==> config.mk <==
export PLATFORM = sky130hd
export DESIGN_NAME = wm_cycle_ctrl
export DESIGN_NICKNAME = d
export VERILOG_FILES = /design/src/rtl/wm_cycle_ctrl.sv
export SDC_FILE = /design/constraint.sdc
export NUM_CORES = 1
export LEC_CHECK = 0
export ABC_CLOCK_PERIOD_IN_PS = 2600
export BUFFER_PORTS_ARGS = -buffer_cell sky130_fd_sc_hd__clkbuf_2
export CELL_PAD_IN_SITES_DETAIL_PLACEMENT = 1
export CELL_PAD_IN_SITES_GLOBAL_PLACEMENT = 2
export CORE_UTILIZATION = 33
export DETAILED_ROUTE_END_ITERATION = 8
export PLACE_DENSITY_LB_ADDON = 0.08
export SETUP_SLACK_MARGIN = 0.2
export SYNTH_ARGS = -nofsm -noshare
export SYNTH_HDL_FRONTEND = slang
export SYNTH_SLANG_ARGS = --single-unit
==> constraint.sdc <==
create_clock -name clk -period 2.6 [get_ports clk]
set_input_delay 0.52 -clock clk [delete_from_list [all_inputs] [get_ports clk]]
set_output_delay 0.52 -clock clk [all_outputs]
set_load 0.005 [all_outputs]
==> src/rtl/wm_cycle_ctrl.sv <==
// Washing-machine cycle controller: fill, heat, wash, drain, rinse, spin, done.
// Optional fill watchdog enabled by defining FILL_TIMEOUT_EN.
module wm_cycle_ctrl #(
    parameter int unsigned CNT_W        = 16,
    parameter int unsigned WASH_CYCLES  = 1000,
    parameter int unsigned RINSE_CYCLES = 600,
    parameter int unsigned SPIN_CYCLES  = 400,
    parameter int unsigned FILL_TIMEOUT = 2000
) (
    input  logic       clk,
    input  logic       reset,
    input  logic       start,
    input  logic       cancel,
    input  logic       pause,
    input  logic       door_closed,
    input  logic       water_full,
    input  logic       water_empty,
    input  logic       temp_ok,
    output logic [2:0] state,
    output logic       door_lock,
    output logic       valve_in,
    output logic       drain_pump,
    output logic       heater,
    output logic       motor_wash,
    output logic       motor_spin,
    output logic       busy,
    output logic       done,
    output logic       aborted,
    output logic       fill_err
);

    typedef enum logic [2:0] {
        S_IDLE  = 3'b000,
        S_FILL  = 3'b001,
        S_HEAT  = 3'b010,
        S_WASH  = 3'b011,
        S_DRAIN = 3'b100,
        S_RINSE = 3'b101,
        S_SPIN  = 3'b110,
        S_DONE  = 3'b111
    } state_e;

    localparam logic [CNT_W-1:0] WASH_LAST  = CNT_W'(WASH_CYCLES - 1);
    localparam logic [CNT_W-1:0] RINSE_LAST = CNT_W'(RINSE_CYCLES - 1);
    localparam logic [CNT_W-1:0] SPIN_LAST  = CNT_W'(SPIN_CYCLES - 1);
    localparam logic [CNT_W-1:0] FILL_LAST  = CNT_W'(FILL_TIMEOUT - 1);

    state_e           state_q, state_d;
    logic [CNT_W-1:0] timer_q, timer_d;
    logic             aborted_q, aborted_d;
    logic             fill_err_q, fill_err_d;

    logic             active;
    logic             hold;
    logic             run_timer;
    logic [CNT_W-1:0] phase_last;
    logic             at_last;

    assign active = (state_q != S_IDLE) && (state_q != S_DONE);
    assign hold   = active && (pause || !door_closed);

    // One shared terminal-count compare, selected by the phase being timed.
    always_comb begin
        phase_last = '0;
        run_timer  = 1'b0;
        case (state_q)
            S_WASH:  begin phase_last = WASH_LAST;  run_timer = 1'b1; end
            S_RINSE: begin phase_last = RINSE_LAST; run_timer = 1'b1; end
            S_SPIN:  begin phase_last = SPIN_LAST;  run_timer = 1'b1; end
            S_FILL: begin
                phase_last = FILL_LAST;
`ifdef FILL_TIMEOUT_EN
                run_timer  = 1'b1;
`endif
            end
            default: ;
        endcase
    end

    assign at_last = (timer_q == phase_last);

    always_comb begin
        state_d    = state_q;
        timer_d    = timer_q;
        aborted_d  = aborted_q;
        fill_err_d = fill_err_q;

        if (cancel && (state_q inside {S_FILL, S_HEAT, S_WASH, S_RINSE})) begin
            state_d   = S_DRAIN;
            aborted_d = 1'b1;
        end else if (cancel && (state_q == S_DRAIN)) begin
            aborted_d = 1'b1;
        end else if (!hold) begin
            case (state_q)
                S_IDLE: if (start && door_closed) begin
                    state_d    = S_FILL;
                    aborted_d  = 1'b0;
                    fill_err_d = 1'b0;
                end
                S_FILL: begin
                    if (water_full) begin
                        state_d = S_HEAT;
                    end
`ifdef FILL_TIMEOUT_EN
                    else if (at_last) begin
                        state_d    = S_DRAIN;
                        aborted_d  = 1'b1;
                        fill_err_d = 1'b1;
                    end
`endif
                end
                S_HEAT:  if (temp_ok) state_d = S_WASH;
                S_WASH:  if (at_last) state_d = S_DRAIN;
                S_DRAIN: if (water_empty) state_d = aborted_q ? S_DONE : S_RINSE;
                S_RINSE: if (at_last) state_d = S_SPIN;
                S_SPIN:  if (at_last) state_d = S_DONE;
                S_DONE:  if (!door_closed) state_d = S_IDLE;
                default: state_d = S_IDLE;
            endcase
        end

        if (state_d != state_q) begin
            timer_d = '0;
        end else if (!hold && run_timer) begin
            timer_d = timer_q + CNT_W'(1);
        end
    end

    always_ff @(posedge clk) begin
        if (reset) begin
            state_q    <= S_IDLE;
            timer_q    <= '0;
            aborted_q  <= 1'b0;
            fill_err_q <= 1'b0;
        end else begin
            state_q    <= state_d;
            timer_q    <= timer_d;
            aborted_q  <= aborted_d;
            fill_err_q <= fill_err_d;
        end
    end

    always_comb begin
        valve_in   = 1'b0;
        drain_pump = 1'b0;
        heater     = 1'b0;
        motor_wash = 1'b0;
        motor_spin = 1'b0;
        if (!hold) begin
            case (state_q)
                S_FILL:  valve_in = 1'b1;
                S_HEAT:  heater = 1'b1;
                S_WASH:  motor_wash = 1'b1;
                S_DRAIN: drain_pump = 1'b1;
                S_RINSE: begin valve_in = 1'b1;   motor_wash = 1'b1; end
                S_SPIN:  begin drain_pump = 1'b1; motor_spin = 1'b1; end
                default: ;
            endcase
        end
    end

    assign state     = state_q;
    assign door_lock = active;
    assign busy      = active;
    assign done      = (state_q == S_DONE);
    assign aborted   = aborted_q;
`ifdef FILL_TIMEOUT_EN
    assign fill_err  = fill_err_q;
`else
    assign fill_err  = 1'b0;
`endif

endmodule

Word level (Yosys, flattened, before mapping):

Cells that the tools add are included.

* equal/unequal tests: 11
* muxes and demuxes: 30
* reductions and logical operators: 20
* $add $sub $neg: 1

Operators with widths (number)
* 11-bit one-hot mux with 4 select lines: 1
* 3-bit two-way mux: 11
* 3-bit one-hot mux with 8 select lines: 1
* 16-bit by 1-bit adder with 16-bit output (second input constant): 1
* 16-bit equality test: 1
* 1-bit two-way mux: 16
* 3-bit equality test (second input constant): 4
* 3-bit nonzero test: 3
* 2-bit OR reduction: 4
* 3-bit by 2-bit equality test with 1-bit output (second input constant): 2
* 1-bit logical AND: 6
* 4-bit nonzero test: 1
* 3-bit by 1-bit equality test with 1-bit output (second input constant): 1
* 3-bit zero test: 1
* 3-bit by 1-bit inequality test with 1-bit output (second input constant): 1
* 3-bit inequality test: 1
* 3-bit inequality test (second input constant): 1
* 3-bit AND reduction: 1
* 3-bit OR reduction: 1
* 1-bit zero test: 2
* 2-bit two-way mux: 1
* 1-bit logical OR: 1

* output and inout bits: 13
* bits of input ports: 9
* register bits after elaboration: 20

Longest topological paths before layout:

Gate-level depths: netlist of the first run.

* depth in word-level cells: 10
* gate-level depth with buffers: 10
* mapped depth without buffers: 7

Worst setup path before layout of the first run:

No wires, ideal clock.

* path kind: register -> register
* start: register state_q[1], in the netlist state[1]
* end: register timer_q[4]
* clock period less this slack: 2.198 ns
* arrival time: 2.083 ns
* buffers on the path: 2
* setup slack: 0.402 ns
* setup time: 0.115 ns
* cell stages (with the launch flop): 10
* cells stage by stage: dfxtp_1 buf_6 or3b_4 nor2_1 mux2i_1 or3_1 o31a_1 nor3_4 buf_6 nor2_2

* longest elaborated chain between the ends: 10
* elaborated cells on any way between the ends: 35
* those cells by class: eq/ne: 10; mux: 14; reduce/logical: 11

RTL lines
* start: declaration: RTL line 48 `state_e state_q, state_d;`
* start signal: assignment: RTL line 136 `state_q <= state_d;`
* 3-bit by 1-bit equality test with 1-bit output (tied with other cells): RTL line 66, 88, 94
* 11-bit one-hot mux with 4 select lines: RTL line 66 `case (state_q)`
* 16-bit equality test: RTL line 80 `assign at_last = (timer_q == phase_last);`
* 3-bit two-way mux, on equally long branches: RTL line 116, 113, 115
* 3-bit one-hot mux with 8 select lines: RTL line 94 `case (state_q)`
* 3-bit two-way mux: RTL line 93 `end else if (!hold) begin`
* 3-bit two-way mux: RTL line 91 `end else if (cancel && (state_q == S_DRAIN)) begin`
* 3-bit two-way mux: RTL line 88 `if (cancel && (state_q inside {S_FILL, S_HEAT, S_WASH, S_RINSE})) begin`
* 3-bit inequality test: RTL line 122 `if (state_d != state_q) begin`
* 2-bit OR reduction (no line)
* end signal: assignment: RTL line 137 `timer_q <= timer_d;`
* end: declaration: RTL line 49 `logic [CNT_W-1:0] timer_q, timer_d;`

Parallel ways exist; a longest one is shown, timed or not.
A chain may end at the register's enable or synchronous reset.

Worst setup path after layout of the first run:

* start: register timer_q[12]
* end: register state_q[0], in the netlist state[0]

* longest elaborated chain between the ends: 6
* elaborated cells on any way between the ends: 8
* those cells by class: eq/ne: 1; mux: 7

RTL lines (RTL line)
* 16-bit equality test *: 80
* 3-bit two-way mux, on equally long branches: 116, 113, 115
* 3-bit one-hot mux with 8 select lines *: 94
* 3-bit two-way mux *: 93
* 3-bit two-way mux *: 91
* 3-bit two-way mux *: 88

Mark *: on every way between the ends. The rest lies on a longest branch, timed or not.

==> results of run 1 <==
## cells in the mapped netlist, types with 2 or more instances
master / number
a211oi_1: 2
a21oi_1: 10
a31oi_1: 4
and3_1: 7
buf_1: 2
buf_2: 4
buf_4: 3
buf_6: 2
clkbuf_1: 2
dfxtp_1: 20
inv_1: 4
mux2i_1: 5
nand2_1: 16
nand2b_1: 5
nand3_1: 7
nand3b_1: 4
nand4_1: 4
nor2_1: 16
nor2_2: 11
nor2b_1: 5
nor3_1: 2
nor3b_1: 2
o2111ai_1: 3
o21ai_0: 5
o31ai_1: 2
o32ai_1: 2
or3_1: 3
xnor2_1: 5
xor2_1: 12
## cells in the final DEF (no fill, tap or decap), types with 5 or more instances in the layout
master,netlist,layout
nand2b_1,5,5
nor2_2,11,12
and3_1,7,7
xnor2_1,5,5
clkbuf_2,0,20
a21oi_1,10,10
nand3_1,7,7
dfxtp_1,20,17
nor2_1,16,15
xor2_1,12,12
nand2_1,16,16
## layout make-up
class	instances	area, um^2
Fill cell	529	2587
Multi-Input combinational cell	153	1032
Sequential cell	20	406.6
Timing Repair Buffer	28	192.7
Tap cell	52	65.06
Clock buffer	4	55.05
Inverter	4	15.01
## layer usage
metal	GRT usage	up-vias	routed length, um
met1	0.2631	702	2133
met5	0	-	0
met3	0.04215	2	124
met2	0.2826	22	1980
li1	-	714	-
met4	0.02721	0	22
## per-stage QoR
step | utilization | setup slack (ps) | area (um^2) | power [uW] | std cells
2_1_floorplan | - | 401.8 | 1503 | 951.7 | 190
3_3_place_gp | 0.3825 | 275.9 | 1665 | 1162 | 256
3_5_place_dp | 0.3825 | 252.4 | 1665 | 1170 | 256
4_1_cts | 0.3951 | 224.4 | 1720 | 1426 | 260
5_1_grt | 0.4057 | 195.7 | 1767 | 1592 | 261
6_report | 0.4057 | 294.5 | 1767 | 1489 | 261
## worst paths after layout
kind,to,cells after the start
setup reg to reg,state[0],7
hold reg to reg,aborted,2
hold / removal,state[2],2
setup / recovery,state[0],7
## where the power goes
part / internal, uW / switching (uW) / leakage, uW
clock network: 135 / 110 / 0.0000288
registers: 334 / 46.8 / 0.000163
logic: 384 / 480 / 0.000473
## cell families (layout without fill, tap and decap cells)
group | Yosys count | in the layout | share of synthesized area
and+or+nand+nor | 89 | 89 | 0.3405
AOI/OAI and AO/OA | 39 | 39 | 0.1790
DFF | 20 | 20 | 0.2664
xor gates and xnor gates | 17 | 17 | 0.09908
buffers and inverters | 17 | 36 | 0.06328
muxes | 6 | 6 | 0.04080
adders and majority gates | 1 | 1 | 0.008325
other | 1 | 1 | 0.002496
## sequential cells by signal (all words and copies together), names as in the netlist
name and cells:
timer_q 16, state 3, aborted 1
## worst max-delay path, cell delays in order, from the launching register on
cell      delay, ps
dfxtp_1         340
or4_4           530
nor2_2          100
nand4b_2        200
or4_4           580
nor2_1          120
a21oi_1          60
a211oi_1        280
## what timing repair did
action | 4_1_cts | 5_1_grt
resized for setup | 0 | 13
setup buffers | 0 | 1
endpoints found under the hold margin | 0 | 0
endpoints found under the setup margin | 0 | 19
==> results.md, run 1 <==
- Hold Worst Slack: 512.3 ps
- Mapped Avg Cell Area: 7.909 um^2
- Die width: 69.48 um
- Layout area overhead: 17.57%
- Kind of critical path: flop to flop
- Setup TNS Final: 0 ps
- Setup violations, final: 0
- Worst setup path start: timer_q[12]
- WP data required: 2760 ps
- Yosys warning count: 0
- Worst vdd ir: 320.5 uV
- Hold Crit Class: input pin to flop
- First-pass GRT wire length: 7.107 mm
- Share of layout cells above drive strength 1: 0.2727
- Cell Area, Synth: 1503 um^2
- P per Cell Area: 842.9 nW/um^2
- Syn nets: 200
- Remaining DRCs: 0
- Die area: 4827 um^2
- Vias: 1440
- Total grt overflow: 0
- Starting Density: 0.3451
- Reg2Reg Setup Slack: 290 ps
- Max Freq: 0.4337 GHz
- Synth area leader: dfxtp_1
- Port-buffer cells: 20
- Clock buffer depth: 2
- Largest net degree at the start of global routing: 25
- Fin crit share: 0.8867
- Clk sinks: 20
- Share of the synthesized area in the top cell type: 0.2664
- Die H: 69.48 um
- GRT Util Overall: 0.1827
- H-tree depth: 1
- GP Congestion: 0.8407
- Status: complete, no violations
- TritonCTS clock tree: yes
- Clk Latency, worst-skew pair: 260 ps
- Router iterations before antenna repair: 4
- CP Launch Type: flop
- Post-DP HPWL: 3.116 mm
- Worst slew pin tran: 512.3 ps
- Leakage Power: 0.0006652 uW
- Worst-path clk slew: 80 ps
- Final wirelength: 4.261 mm
- Critical path arrival: 2470 ps
- EDFF count, synth: 0
- Highest net fanout along the worst path: 3
- Async S/R FF share, synth: 0
- Ys flop type: dfxtp_1
- Antenna Nets Post-Route: 0
- Num rows: 24
- Cells after Synth: 190
- Hold Startpoint: reset
- Nets: 220
- Max-Slew Margin vs Limit: 0.6585
- CP Capture Type: flop
- Clock Tree Root: clkbuf_8
- Drt via density: 5.517
- CTS buffer count: 3
- Synth Register Bits: 20
- RSZ-0062 raised after global routing: no
- DRT iter0 DRCs: 89
- Antenna violations before repair: 0
- Vias in the first global route: 1428
- Seq/Total Area, Yosys: 0.2664
- WL per Instance: 16.33 um
- Core area: 4354 um^2
- RR Startpoint: timer_q[12]
- Tmin final: 2306 ps
- Max Cap Viol: 0
- Synth cell types: 50
- N_diodes: 0
- # IOs: 22
- Hold-fix buffers at CTS: 0
- Slew Viols, Final: 0
- Hold Vio Cnt, Final: 0
- Final Skew: 6.618 ps
- Area contributors post-synth: dfxtp_1 (27%), xor2_1 (7.0%), nor2_2 (4.6%)
Note: power is estimated with default switching activity, not from simulation.
==> run 2, diff against run 1 <==
--- a/config.mk
+++ b/config.mk
@@ -9,10 +9,10 @@
 export BUFFER_PORTS_ARGS = -buffer_cell sky130_fd_sc_hd__clkbuf_2
 export CELL_PAD_IN_SITES_DETAIL_PLACEMENT = 1
 export CELL_PAD_IN_SITES_GLOBAL_PLACEMENT = 2
+export CORE_ASPECT_RATIO = 1.25
 export CORE_UTILIZATION = 33
 export DETAILED_ROUTE_END_ITERATION = 8
 export PLACE_DENSITY_LB_ADDON = 0.08
-export SETUP_SLACK_MARGIN = 0.2
 export SYNTH_ARGS = -nofsm -noshare
 export SYNTH_HDL_FRONTEND = slang
 export SYNTH_SLANG_ARGS = --single-unit
==> results.md, run 2 (same netlist as run 1, synthesis figures left out) <==
- Max FFs per register: 16 (unchanged)
- Top reg by flops: timer_q
- Critical path arrival: 1900 ps (-570 ps)
- Final wirelength: 4.173 mm (-2.1%)
- Status: complete, no violations
- H-tree depth: 1 (unchanged)
- Clock buffer depth: 2 (unchanged)
- Switching Fraction: 0.4410 (+0.01400)
- Commonest non-fill, non-tap cell in the layout: clkbuf_2
- Highest net fanout along the worst path: 20 (+17)
- Fin util: 0.3906 (-0.01515)
- Clock Tree Root: clkbuf_8
- Max incr delay on CP: 450 ps (-130 ps)
- Final Non-Filler Cells: 266 (+1.9%)
- CP Launch Type: flop
- Pre-CTS setup slack: 235.3 ps (-17.11 ps)
- Placed cells: 263 (+2.7%)
- Drt via density: 5.305 (-3.9%)
- Worst-path clk slew: 80 ps (about the same)
- Largest net degree at the start of global routing: 26 (+4.0%)
- Total grt overflow: 0 (unchanged)
- Kind of critical path: flop to primary output
- Antenna violations before repair: 0 (unchanged)
- Port-buffer cells: 20 (unchanged)
- Nets: 220 (unchanged)
- TritonCTS clock tree: yes
- Setup violations, final: 0 (unchanged)
- DRT iter0 DRCs: 81 (-9.0%)
- WP data required: 2080 ps (-680 ps)
- WL per Instance: 15.69 um (-3.9%)
- Tmin final: 2416 ps (+110.8 ps)
- Antenna Nets Post-Route: 0 (unchanged)
- Final Skew: 2.962 ps (-3.655 ps)
- P per Cell Area: 799.0 nW/um^2 (-5.2%)
- Clk sinks: 20 (unchanged)
- Combinational Power Share: 0.582 (+0.002)
- Clk pwr share: 0.150 (-0.014)
- Switch Pwr: 604.4 uW (-5.0%)
- Hold Crit Class: input pin to flop
- Layout area overhead: 14.16%
- N_diodes: 0 (unchanged)
- Clk Latency, worst-skew pair: 250 ps (about the same)
- CTS buffer count: 3 (unchanged)
- Vias in the first global route: 1480 (+3.6%)
- Die width: 62.36 um (-10%)
- Hold Vio Cnt, Final: 0 (unchanged)
- Fin crit share: 0.9294 (+0.04262)
- Most numerous cell on the critical path: buf_4
- Leakage Power: 0.0006457 uW (-2.9%)
- Die area: 4829 um^2 (about the same)
- GP Congestion: 0.7890 (-6.1%)
- First-pass GRT wire length: 7.162 mm (+0.77%)
- Most frequent cells in the layout: clkbuf_2 (20), dfxtp_1 (19), nand2_1 (16), nor2_1 (16), xor2_1 (12)
- CP Capture Type: primary output
- Worst vdd ir: 285.2 uV (-11%)
- Setup Fix Bufs, Post-CTS: 0 (unchanged)
- Crit-path cells: buf_4, or3_1, nand3b_1, buf_4, and3_1, clkbuf_2
- Hold Worst Slack: 517.7 ps (+5.389 ps)
- Vias: 1411 (-2.0%)
- Hold-fix buffers at CTS: 0 (unchanged)
- Num rows: 27 (+13%)
- Router iterations before antenna repair: 4 (unchanged)
- Internal power: 766.1 uW (-10%)
- Share of layout cells above drive strength 1: 0.2404 (-0.03234)
- Remaining DRCs: 0 (unchanged)
- GRT Util Overall: 0.1864 (+0.003675)
- Slew Viols, Final: 0 (unchanged)
- Starting Density: 0.3422 (-0.002950)
- Slowest CP cell: or3_1
- Core area: 4392 um^2 (+0.86%)
- Die H: 77.45 um (+11%)
- Max Freq: 0.4139 GHz (-4.6%)
- Sequential share of power: 0.268 (+0.012)
- # IOs: 22 (unchanged)
- RSZ-0062 raised after global routing: no
- Post-DP HPWL: 3.226 mm (+3.5%)
- Max Cap Viol: 0 (unchanged)
- Setup TNS Final: 0 ps (unchanged)
- Final Worst Setup Slack: 183.7 ps (-110.8 ps)
## run 2: layout make-up
cell class                      instances  area, um^2
Inverter                                4       15.01
Timing Repair Buffer                   28       172.7
Fill cell                             550        2676
Sequential cell                        20       401.6
Multi-Input combinational cell        153        1012
Tap cell                               58       72.57
Clock buffer                            3       41.29
## run 2: metal layers
metal  routed length, um  track usage  up-vias
li1                    -            -      710
met1                1750       0.2043      686
met2                2314       0.3736       13
met3                  88      0.02206        2
met4                  19      0.04186        0
met5                   0            0        -
## run 2: final timing paths
kind	from	to	slack [ps]	depth (start not counted)
max	state[1]	motor_wash	180	6
min	reset	aborted	520	2
max reg2reg	state[0]	timer_q[10]	260	8
min reg2reg	timer_q[15]	timer_q[15]	530	2
## run 2: through the flow
stage          instance area [um^2]  total power (uW)
5_1_grt                        1715              1482
3_5_place_dp                   1668              1175
3_3_place_gp                   1668              1161
2_1_floorplan                  1503             951.7
4_1_cts                        1709              1386
6_report                       1715              1371
## run 2: power by group through the flow
stage                     combinational (uW)  clock, uW  sequential (uW)
final                                    798        205              368
after global routing                     879        227              377
after CTS                                805        215              367
after detailed placement                 801          0              374
after global placement                   788          0              373
after floorplan                          596          0              356
## run 2: worst max-delay path, delay by kind of cell, from the launching register on
kind                   cells  cell delay [ps]
buffers and inverters      3              480
flip-flops                 1              370
AND/OR/NAND/NOR            3              780
## run 2: repair_timing
item / in CTS / in global routing
resized for setup: 0 / 2
endpoints found under the hold margin: 0 / 0
setup endpoints to repair: 0 / 16
==> run 3, diff against run 2 <==
--- a/config.mk
+++ b/config.mk
@@ -5,8 +5,9 @@
 export SDC_FILE = /design/constraint.sdc
 export NUM_CORES = 1
 export LEC_CHECK = 0
+export ABC_AREA = 1
 export ABC_CLOCK_PERIOD_IN_PS = 2600
-export BUFFER_PORTS_ARGS = -buffer_cell sky130_fd_sc_hd__clkbuf_2
+export BUFFER_PORTS_ARGS = -buffer_cell sky130_fd_sc_hd__buf_2
 export CELL_PAD_IN_SITES_DETAIL_PLACEMENT = 1
 export CELL_PAD_IN_SITES_GLOBAL_PLACEMENT = 2
 export CORE_ASPECT_RATIO = 1.25
==> results.md, run 3 <==
- Status: complete, no violations
- Most numerous cell on the critical path: nand2_1
- Setup TNS Final: 0 ps (unchanged)
- Clock Tree Root: clkbuf_8
- Final Non-Filler Cells: 323 (+21%)
- Hold-fix buffers at CTS: 0 (unchanged)
- Most common cell in the netlist: nand2_1
- Share of layout cells above drive strength 1: 0.2874 (+0.04697)
- Port-buffer cells: 20 (unchanged)
- Share of the synthesized area in the top cell type: 0.2302 (-0.03623)
- Seq/Total Area, Yosys: 0.2302 (-0.03623)
- Die H: 83.17 um (+7.4%)
- Router iterations before antenna repair: 3 (-1)
- Setup violations, final: 0 (unchanged)
- TritonCTS clock tree: yes
- Vias: 1520 (+7.7%)
- Post-DP HPWL: 3.631 mm (+13%)
- N_diodes: 0 (unchanged)
- Most frequent cells in the layout: nand2_1 (50), inv_1 (38), nor2_1 (20), buf_2 (20), dfxtp_1 (19)
- Final wirelength: 4.386 mm (+5.1%)
- Drt via density: 4.706 (-11%)
- Leakage Power: 0.0009122 uW (+41%)
- Crit-path cells: buf_4, nand2_1, nand2_1, nand2_1, nor2_1, nand2_1, nor2_4, nand2_2, nand2_1, nand2_1, inv_1, nand3_2, nand2_1, nand2_2, nand2_4, nor3_1
- Synth area leader: dfxtp_1
- CTS buffer count: 3 (unchanged)
- Synth cell types: 37 (-26%)
- Nets: 273 (+24%)
- Async S/R FF share, synth: 0 (unchanged)
- Hold Vio Cnt, Final: 0 (unchanged)
- Yosys warning count: 0 (unchanged)
- Area contributors post-synth: dfxtp_1 (23%), nand2_1 (11%), inv_1 (8.2%)
- Highest net fanout along the worst path: 16 (-20%)
- Ys flop type: dfxtp_1
- Slowest CP cell: dfxtp_1
- Remaining DRCs: 0 (unchanged)
- Cell Area, Synth: 1739 um^2 (+16%)
- Vias in the first global route: 1580 (+6.8%)
- Cells after Synth: 242 (+27%)
- Synth Register Bits: 20 (unchanged)
- Placed cells: 320 (+22%)
- P per Cell Area: 935.8 nW/um^2 (+17%)
- EDFF count, synth: 0 (unchanged)
- Max incr delay on CP: 530 ps (+80 ps)
- # IOs: 22 (unchanged)
- Clock buffer depth: 2 (unchanged)
- Die width: 66.93 um (+7.3%)
- Fin crit share: 0.8812 (-0.04819)
- Worst vdd ir: 374.4 uV (+31%)
- CP Capture Type: flop
- Reg2Reg Setup Slack: 310 ps (+50 ps)
- Top cells by count, synth: nand2_1 (50), inv_1 (38), dfxtp_1 (20), nor2_1 (20), nand3_1 (15)
- Largest net degree at the start of global routing: 17 (-35%)
- Kind of critical path: flop to flop
- Syn nets: 252 (+26%)
- Core area: 5080 um^2 (+16%)
- Worst-path clk slew: 80 ps (about the same)
- Mapped Avg Cell Area: 7.187 um^2 (-9.1%)
- DRT iter0 DRCs: 37 (-54%)
- Antenna Nets Post-Route: 0 (unchanged)
- Hold Crit Class: input pin to flop
- Final Skew: 2.349 ps (-0.6138 ps)
- WL per Instance: 13.58 um (-13%)
- H-tree depth: 1 (unchanged)
- Setup Fix Bufs, Post-CTS: 0 (unchanged)
- CP Launch Type: flop
- Die area: 5566 um^2 (+15%)
- Clk Latency, worst-skew pair: 260 ps (about the same)
- Num rows: 29 (+7.4%)
- Max Cap Viol: 0 (unchanged)
- Top reg by flops: timer_q
- Commonest non-fill, non-tap cell in the layout: nand2_1
- Critical path arrival: 2430 ps (+530 ps)
- Starting Density: 0.3424 (about the same)
- Slew Viols, Final: 0 (unchanged)
- GP Congestion: 0.6998 (-11%)
- Tmin final: 2291 ps (-125.3 ps)
- RSZ-0062 raised after global routing: no
- WP data required: 2740 ps (+660 ps)
- Total grt overflow: 0 (unchanged)
- GRT Util Overall: 0.1789 (-0.007487)
- Clk sinks: 20 (unchanged)
- Layout area overhead: 8.633%
- Max Freq: 0.4365 GHz (+5.5%)
- Max FFs per register: 16 (unchanged)
- Antenna violations before repair: 0 (unchanged)
- FILL cells: 670 (+22%)
- First-pass GRT wire length: 7.583 mm (+5.9%)
run 3: stage by stage:
step | utilization | power [uW] | instance area [um^2] | hold WS (ps) | worst slack (ps)
6_report | 0.3719 | 1768 | 1889 | 463.8 | 309.0
3_3_place_gp | 0.3635 | 1589 | 1847 | 522.7 | 258.4
5_1_grt | 0.3719 | 1943 | 1889 | 473.3 | 23.42
3_5_place_dp | 0.3635 | 1599 | 1847 | 526.0 | 234.6
4_1_cts | 0.3717 | 1804 | 1888 | 463.6 | 228.8
2_1_floorplan | - | 1477 | 1739 | 468.1 | 722.5
run 3: worst paths after layout:
path,cells past startpoint,start,end
worst min register to register,2,aborted,aborted
worst min-delay path,2,reset,aborted
worst max register to register,16,state[0],timer_q[13]
worst max-delay path,16,state[0],timer_q[13]
run 3: power by group:
part           internal, uW  total [uW]  switching, uW  leakage [uW]
logic                   363        1170            806      0.000729
clock network           103         209            106     0.0000216
registers               332         389           57.6      0.000162
run 3: cells by family after synthesis:
family          after synthesis  share of synthesized area
simple gates                139                     0.4806
mux                           1                   0.005756
other cells                   1                   0.002156
compound gates               13                    0.04173
xor+xnor                     14                    0.07050
fa+ha+maj                     1                   0.007193
flops                        20                     0.2302
buf+inv                      53                     0.1619
run 3: area by class of cell:
cell class / count / area [um^2] / area share
inverters: 45 / 181.4 / 0.09603
well taps: 62 / 77.57 / 0.04106
flip-flops and latches: 20 / 401.6 / 0.2126
multi-input cells: 169 / 1057 / 0.5596
repair buffers: 24 / 130.1 / 0.06887
clock buffers: 3 / 41.29 / 0.02185
run 3: routing by layer:
layer,vias up,wire length (um),global-route usage,part of all wire
met2,20,2414,0.3297,0.55
met3,2,100,0.02060,0.023
met4,0,15,0.02321,0.0034
li1,796,-,-,-
met5,-,0,0,0
met1,702,1855,0.2201,0.42
run 3: what timing repair did:
| action | 4_1_cts | 5_1_grt |
|---|---|---|
| hold endpoints to repair | 0 | 0 |
| endpoints found under the setup margin | 0 | 15 |
| gates resized for setup | 0 | 1 |
run 3: critical path, delay by kind of cell, from the launching register on:
family / cells / cell delay [ps]
and+or+nand+nor: 14 / 1320
DFF: 1 / 530
buffers and inverters: 2 / 320
